File: src/rtl/pipe_ctrl_seq.sv
// pipe_ctrl_seq: decodes opcode/functcode into a 14-bit control word and carries
// it through DEPTH registered stages with valid bits, stall/flush, mul/div EX
// occupancy and a halt sequencer.
// Optional feature macro: ILLEGAL_TRAP_EN (illegal instruction traps the core).
module pipe_ctrl_seq #(
  parameter int unsigned DEPTH      = 3,
  parameter int unsigned MULDIV_LAT = 4
) (
  input  logic                clk,
  input  logic                rst,
  input  logic                in_valid,
  input  logic [3:0]          opcode,
  input  logic [3:0]          functcode,
  input  logic                stall,
  input  logic                flush,
  output logic                in_ready,
  output logic [14*DEPTH-1:0] ctrl_out,
  output logic [DEPTH-1:0]    valid_out,
  output logic                busy,
  output logic                illegal,
  output logic                halted
);
  localparam int unsigned CW   = 14;
  localparam int unsigned CNTW = 4;
  localparam logic [CW-1:0] HALT_WORD = 14'h3FFF;
  localparam logic MULDIV_WAIT = (MULDIV_LAT > 1);

  typedef enum logic [2:0] {
    ST_RUN,
    ST_MULDIV,
    ST_HALTING,
    ST_HALTED,
    ST_TRAPPED
  } state_t;

  state_t          state;
  logic [CNTW-1:0] cnt;
  logic [CW-1:0]   ctrl_q [DEPTH];
  logic [DEPTH-1:0] vld_q;

  logic [CW-1:0] dec_ctrl;
  logic          dec_legal;
  logic          dec_muldiv;
  logic          accept;
  logic          issue;
  logic          bad_issue;
  logic          halt_in_ex;
  logic          halt_in_last;

  // Instruction decode table; undecodable encodings give a zero word
  always_comb begin
    dec_ctrl   = '0;
    dec_legal  = 1'b1;
    dec_muldiv = 1'b0;
    case (opcode)
      4'h0: begin
        case (functcode)
          4'h0:    dec_ctrl = 14'h37C2;
          4'h1:    dec_ctrl = 14'h37CA;
          4'h4:    begin dec_ctrl = 14'h27D3; dec_muldiv = 1'b1; end
          4'h8:    begin dec_ctrl = 14'h27DB; dec_muldiv = 1'b1; end
          4'hE:    dec_ctrl = 14'h37FB;
          4'hF:    dec_ctrl = 14'h27E2;
          default: dec_legal = 1'b0;
        endcase
      end
      4'h1:              dec_ctrl = 14'h37ED;
      4'h2:              dec_ctrl = 14'h37F5;
      4'h4, 4'h5, 4'h6:  dec_ctrl = 14'h3BC9;
      4'h8:              dec_ctrl = 14'h37C2;
      4'h9:              dec_ctrl = 14'h3C03;
      4'hA:              dec_ctrl = 14'h1703;
      4'hB:              dec_ctrl = 14'h3E03;
      4'hC:              dec_ctrl = 14'h37C2;
      4'hF:              dec_ctrl = HALT_WORD;
      default:           dec_legal = 1'b0;
    endcase
  end

  // Handshake and issue qualifiers
  assign in_ready     = (state == ST_RUN) && !stall;
  assign accept       = in_valid && in_ready;
  assign issue        = accept && !flush && dec_legal;
  assign bad_issue    = accept && !flush && !dec_legal;
  assign halt_in_ex   = vld_q[0] && (ctrl_q[0] == HALT_WORD);
  assign halt_in_last = vld_q[DEPTH-1] && (ctrl_q[DEPTH-1] == HALT_WORD);
  assign busy         = (state == ST_MULDIV);
  assign valid_out    = vld_q;

`ifdef ILLEGAL_TRAP_EN
  assign halted = (state == ST_HALTED) || ((state == ST_TRAPPED) && (vld_q == '0));
`else
  assign halted = (state == ST_HALTED);
`endif

  // Flatten stage words onto the output bus, stage 1 in the low slice
  always_comb begin
    ctrl_out = '0;
    for (int k = 0; k < int'(DEPTH); k++) begin
      ctrl_out[k*CW +: CW] = ctrl_q[k];
    end
  end

  // Sequencer state, occupancy counter, pipeline stages and illegal pulse
  always_ff @(posedge clk or posedge rst) begin
    if (rst) begin
      state   <= ST_RUN;
      cnt     <= '0;
      vld_q   <= '0;
      illegal <= 1'b0;
      for (int k = 0; k < int'(DEPTH); k++) begin
        ctrl_q[k] <= '0;
      end
    end else begin
      illegal <= bad_issue;

      // Stage 1: flush kills it even under stall; MULDIV holds it
      if (flush) begin
        vld_q[0]  <= 1'b0;
        ctrl_q[0] <= '0;
      end else if (!stall && (state != ST_MULDIV)) begin
        vld_q[0]  <= issue;
        ctrl_q[0] <= issue ? dec_ctrl : '0;
      end

      // Stages 2..DEPTH: a held or killed EX entry leaves a bubble behind it
      if (!stall) begin
        for (int k = 1; k < int'(DEPTH); k++) begin
          if ((k == 1) && (flush || (state == ST_MULDIV))) begin
            vld_q[k]  <= 1'b0;
            ctrl_q[k] <= '0;
          end else begin
            vld_q[k]  <= vld_q[k-1];
            ctrl_q[k] <= ctrl_q[k-1];
          end
        end
      end

      // State transitions; flush aborts anything that depends on the EX entry
      if (flush && ((state == ST_MULDIV) || ((state == ST_HALTING) && halt_in_ex))) begin
        state <= ST_RUN;
      end else if (!stall) begin
        case (state)
          ST_RUN: begin
            if (issue && dec_muldiv && MULDIV_WAIT) begin
              state <= ST_MULDIV;
              cnt   <= CNTW'(MULDIV_LAT - 1);
            end else if (issue && (dec_ctrl == HALT_WORD)) begin
              state <= ST_HALTING;
`ifdef ILLEGAL_TRAP_EN
            end else if (bad_issue) begin
              state <= ST_TRAPPED;
`endif
            end
          end
          ST_MULDIV: begin
            cnt <= cnt - CNTW'(1);
            if (cnt == CNTW'(1)) begin
              state <= ST_RUN;
            end
          end
          ST_HALTING: begin
            if (halt_in_last) begin
              state <= ST_HALTED;
            end
          end
          default: ;
        endcase
      end
    end
  end

endmodule
File: config.mk
export PLATFORM = sky130hd
export DESIGN_NAME = pipe_ctrl_seq
export DESIGN_NICKNAME = d
export VERILOG_FILES = /design/src/rtl/pipe_ctrl_seq.sv
export SDC_FILE = /design/constraint.sdc
export NUM_CORES = 1
export LEC_CHECK = 0
export BUFFER_PORTS_ARGS = -buffer_cell sky130_fd_sc_hd__buf_2
export CORE_UTILIZATION = 45
export CTS_BUF_LIST = sky130_fd_sc_hd__clkbuf_8
export DETAILED_ROUTE_END_ITERATION = 7
export PLACE_DENSITY_LB_ADDON = 0.12
export SLEW_MARGIN = 20
export SYNTH_ARGS = -nofsm -noshare
export SYNTH_HDL_FRONTEND = slang
export SYNTH_SLANG_ARGS = --single-unit
File: constraint.sdc
create_clock -name clk -period 4.2 [get_ports clk]
set_input_delay 0.42 -clock clk [delete_from_list [all_inputs] [get_ports clk]]
set_output_delay 0.42 -clock clk [all_outputs]
set_load 0.02 [all_outputs]
==> results of run 1 <==
-- Yosys cell counts (3+ instances only) --
cell      number  area share
nand3b_1       3      0.0089
buf_4          3      0.0089
nand4_1        8       0.020
nand3_1        7       0.014
nand2_1       25       0.037
inv_1          7       0.010
mux2_1        14       0.062
nor2_1        19       0.028
ha_1           6       0.030
buf_2          4      0.0079
dfrtp_1       49        0.49
o21ai_0        7       0.014
nand2b_1       4      0.0099
nor2b_1        3      0.0074
nor3_1         5      0.0099
o21ai_1       10       0.020
a22o_1        19       0.066
clkbuf_1      13       0.019
a21oi_1        9       0.018
a32oi_1        3       0.010
-- state kept, by name, indices dropped and copies added (netlist names) --
signal	cells
ctrl_out	39
cnt	4
valid_out	3
state	2
illegal	1
-- final timing paths --
| kind | to | depth (start not counted) | slack [ps] |
|---|---|---|---|
| worst max-delay path | cnt[3]$_DFFE_PP0P_ | 7 | 1870 |
| worst min-delay path | ctrl_out[39]$_DFFE_PP0N_ | 2 | 250 |
| worst max register to register | cnt[3]$_DFFE_PP0P_ | 7 | 1870 |
| worst min register to register | ctrl_out[29]$_DFFE_PP0N_ | 1 | 520 |
| max in group asynchronous | ctrl_out[0]$_DFFE_PP0P_ | 2 | 3460 |
| min in group clk | ctrl_out[29]$_DFFE_PP0N_ | 1 | 520 |
-- routing by layer --
layer  vias to the layer above  global-route usage  wire (um)
met5                         -                   0          0
met4                         0              0.0577         67
met3                         6              0.0321        183
met2                        58               0.326       2680
met1                       998               0.299       2740
li1                       1001                   -          -
-- area by class of cell --
| type | count | area share |
|---|---|---|
| flip-flops and latches | 49 | 0.416 |
| clock inverters | 2 | 0.0127 |
| multi-input cells | 173 | 0.398 |
| well taps | 70 | 0.0297 |
| clock buffers | 6 | 0.0280 |
| repair buffers | 62 | 0.106 |
| inverters | 7 | 0.00935 |
-- power by group --
part	total, mW	internal [mW]	switching, mW
Sequential	0.568	0.519	0.0481
Clock	0.350	0.194	0.157
Combinational	0.332	0.129	0.203
-- worst max-delay path, stage by stage (launching register included) --
cell      delay [ps]
dfrtp_1          430
inv_1             90
ha_1             280
and4bb_1         300
nand4_1          160
a211o_1          400
or4b_1           520
nand3_1           90
-- cells by family (layout without fill, tap and decap cells) --
logic type / Yosys count / in the layout
AOI/OAI and AO/OA: 60 / 60
xor gates and xnor gates: 4 / 4
adders and majority gates: 7 / 7
buffers and inverters: 28 / 77
DFF: 49 / 49
muxes: 14 / 14
and+or+nand+nor: 88 / 88
==> flow_summary.ini, run 1 <==
[pwr]
p_per_area_mw_per_mm2 = 424
power_mw = 1.25
max-vdd-ir-drop_mv = 0.162
leakage_nw = 1.51

[drt]
firstDrtPassIters = 4
remaining_drc_errors = 0
vias_per_cell = 5.59
drt-initial-drc-count = 111
finalWirelength_um = 5670
via_count = 2063
drtAntennaViolNets = 0
post_drt_wl_per_cell_um = 15.4

[finish]
fin_cells = 369
area_delta_synth_final_pct = 16.6
nets = 317
final_common_cell = buf_2
multiInputGateArea_mm2 = 0.00117
final_util = 0.559
nFillCells = 482
drive_gt1_frac = 0.247
seq_area_mm2 = 0.00123
final_cell_mix = buf_2 (61), dfrtp_1 (49), nand2_1 (25)
final_cell_area_mm2 = 0.00295
diodes = 0

[clock_network]
cts_num_sinks = 49
cts_made_buffers = 5
cts_htree_levels = 2
clkLatencyLatePin_ps = 300
post_cts_buffers = 0
cts_tree = yes
cts_hold_buf = 0
cts_root_buf = clkbuf_8
clkTransAtPathRegs_ps = 90
clk_path_buf_depth = 2
cts.repair.resized = 0

[critical_path]
crit_required_ps = 4450
critPathKind = reg2reg
setup.worst_path.start_class = register
worstPathArrival_ps = 2580
r2r_start = state[0]$_DFFE_PP0P_
end_kind = register
startpoint = state[0]$_DFFE_PP0P_
path_max_fanout = 8

[placement]
place.gp.congestion = 0.858
dpl_worst_slack_ps = 1780
portBuffers = 61
hpwl_um = 4090
dp_cells = 361
placed_area_mm2 = 0.00282

[synth]
synth_edf_count = 0
syn_avg_cell_area_um2 = 10.1
synth_xor_area_frac = 0.0139
synth-simple-area-share = 0.188
synth_area_mm2 = 0.00253
synth_fa_ha_area_frac = 0.0337
yosys_warnings = 0
syn_inst = 250
synth.distinct_cells = 47
synth_top_family_by_area = simple AND/OR/NAND/NOR gates
synth_compound_area_frac = 0.166
yosysSeqAreaShare = 0.485
async_flop_share = 1.00
syn_nets = 269
synth-main-ff-cell = dfrtp_1
synth_seq_cells = 49
yosys-mux-area-fraction = 0.0624

[sta]
fin_crit_ps = 2330
rsz0062_at_grt = false
skew_ps = 8.75
fin_crit_sh = 0.556
setup_ws_ps = 1870
max_freq_mhz = 428
worst_slew_pin_slew_ps = 940
relSlewSlack = 0.371
fin_tns_setup_ps = 0
hold_viol = 0
hold_ws_ps = 247
finalSetupViolations = 0
slew_violations = 0

[floorplanning]
num_io_pins = 62
die_h_um = 76.9
initial_core_util = 0.479
dieArea_mm2 = 0.00592
core_area_mm2 = 0.00527
num_rows = 26
die_x_um = 76.9

[grt]
grt_first_pass_wirelength_um = 9710
grt_max_degree = 50
grt_pass1_vias = 1909
overflow = 0
grt_usage = 0.208
antenna_found_initial = 0

[run]
max_cap_violations = 0

[outcome]
outcome = finished clean

[hold_path]
hp-class = in2async
Power figures use the tool's default switching activity.
==> inputs of run 2 (changes only) <==
==> constraint.sdc (replaced) <==
create_clock -name clk -period 1.9 [get_ports clk]
set_input_delay 0.19 -clock clk [delete_from_list [all_inputs] [get_ports clk]]
set_output_delay 0.19 -clock clk [all_outputs]
set_load 0.02 [all_outputs]
==> run 2 against run 1 <==
Net effect: the run now ends with negative setup slack left; total power grew 120%; cell count grew 5.1%; clock power grew 77%; global-route usage shrank 0.55 points; sequential cell count is the same; setup slack lost 1900 ps; utilization grew 3.4 points; routed wire length grew 1.8%; clock skew shrank 1.2 ps; register-to-register slack lost 1900 ps.
==> flow_summary.ini, run 2 (synthesized netlist as in run 1, its figures left out) <==
[sta]
slew_violations = 0
skew_ps = 7.58
worst_slew_pin_slew_ps = 560
fin_crit_sh = 1.00
setup_ws_ps = -8.28
hold_viol = 0
max_freq_mhz = 524
relSlewSlack = 0.626
hold_ws_ps = 272
fin_crit_ps = 1910
rsz0062_at_grt = true
finalSetupViolations = 1

[clock_network]
clk_path_buf_depth = 2
cts_num_sinks = 49
clkLatencyLatePin_ps = 300
cts_tree = yes
cts_htree_levels = 2
cts_root_buf = clkbuf_8
cts_made_buffers = 5
clkTransAtPathRegs_ps = 100

[critical_path]
max_stage_delay_ps = 470
end_kind = register
r2r-end = cnt[3]$_DFFE_PP0P_
critPathKind = reg2reg
cp_cell_sequence = inv_2, ha_4, and4bb_1, nand4_1, a211o_1, or4b_1, nand3_1
crit_required_ps = 2140
path_max_fanout = 3
regToRegSetupSlack_ps = -8
crit_path_top_delay_cell = or4b_1
r2r_start = state[1]$_DFFE_PP0P_
reg2regPathDepth = 7
worstPathArrival_ps = 2150
setup.worst_path.start_class = register

[placement]
portBuffers = 61
place.gp.congestion = 0.882
dpl_worst_slack_ps = -25.5
hpwl_um = 4330

[finish]
diodes = 0
final_cell_mix = buf_2 (61), dfrtp_1 (49), nand2_1 (25)
nets = 336
nFillCells = 495
area_delta_synth_final_pct = 23.6
drive_gt1_frac = 0.318
largest_register_ffs = 39
final_common_cell = buf_2

[grt]
antenna_found_initial = 0
grt_pass1_vias = 1924
overflow = 0
grt_first_pass_wirelength_um = 9450
grt_max_degree = 29
grt_usage = 0.203

[run]
max_cap_violations = 0

[floorplanning]
die_x_um = 76.9
initial_core_util = 0.479
core_area_mm2 = 0.00527
num_io_pins = 62
num_rows = 26
die_h_um = 76.9
dieArea_mm2 = 0.00592

[hold_path]
hold_start = opcode[0]
holdPathEnd = ctrl_out[4]$_DFFE_PP0P_
hp-class = in2reg
hold_path_depth = 4

[outcome]
violations = negative setup slack
outcome = finished with violations

[pwr]
power_mw = 2.79
max-vdd-ir-drop_mv = 0.559
p_per_area_mw_per_mm2 = 894
leakage_nw = 1.61

[drt]
drt-initial-drc-count = 93
via_count = 2145
firstDrtPassIters = 4
post_drt_wl_per_cell_um = 14.9
remaining_drc_errors = 0
vias_per_cell = 5.53
drtAntennaViolNets = 0
finalWirelength_um = 5780
[run 2: layout make-up]
class	count	area (um^2)	share of cell area
Clock buffer	5	68.8	0.0220
Clock inverter	3	21.3	0.00681
Inverter	7	26.3	0.00841
Multi-Input combinational cell	173	1220	0.391
Sequential cell	49	1230	0.393
Tap cell	70	87.6	0.0280
Timing Repair Buffer	81	470	0.151
[run 2: what timing repair did]
item / in CTS / in global routing
resized for setup: 3 / 7
pin swaps: 2 / 4
setup buffers: 0 / 1
cloned: 0 / 0
endpoints found under the hold margin: 24 / 0
hold buffers: 1 / 0
setup endpoints to repair: 1 / 6
[run 2: worst max-delay path, delay by kind of cell, from the launching register on]
family,cells,cell delay [ps]
AOI/OAI and AO/OA,1,320
adders and majority gates,1,130
buffers and inverters,1,80
DFF,1,400
and+or+nand+nor,4,920
[run 2: worst max path at each step]
stage | start | end | slack, ps
after floorplan | state[1]$_DFFE_PP0P_ | cnt[3]$_DFFE_PP0P_ | -130
after global placement | stall | state[0]$_DFFE_PP0P_ | 40
after detailed placement | state[1]$_DFFE_PP0P_ | cnt[3]$_DFFE_PP0P_ | -30
after CTS | state[0]$_DFFE_PP0P_ | cnt[3]$_DFFE_PP0P_ | 0.8
after global routing | state[0]$_DFFE_PP0P_ | cnt[3]$_DFFE_PP0P_ | -70
final | state[1]$_DFFE_PP0P_ | cnt[3]$_DFFE_PP0P_ | -8
[run 2: report_power, final]
part / switching (mW) / internal, mW / total (mW)
registers: 0.0976 / 1.15 / 1.25
logic: 0.513 / 0.414 / 0.927
clock network: 0.358 / 0.262 / 0.620
total: 0.969 / 1.82 / 2.79
[run 2: per-stage QoR]
step	utilization	instance area, um^2	cells	setup TNS (ps)
global placement	0.563	2970	378	0
CTS	0.583	3070	387	0
global route	0.593	3120	388	-122
floorplan	-	2530	250	-132
detailed placement	0.563	2970	378	-25.5
finish	0.593	3120	388	-8.28
[run 2: metal layers]
| layer | vias to the layer above | track usage | wire length [um] |
|---|---|---|---|
| li1 | 1042 | - | - |
| met4 | 0 | 0.0577 | 34 |
| met5 | - | 0 | 0 |
| met3 | 2 | 0.0357 | 219 |
| met2 | 56 | 0.315 | 2710 |
| met1 | 1045 | 0.289 | 2810 |
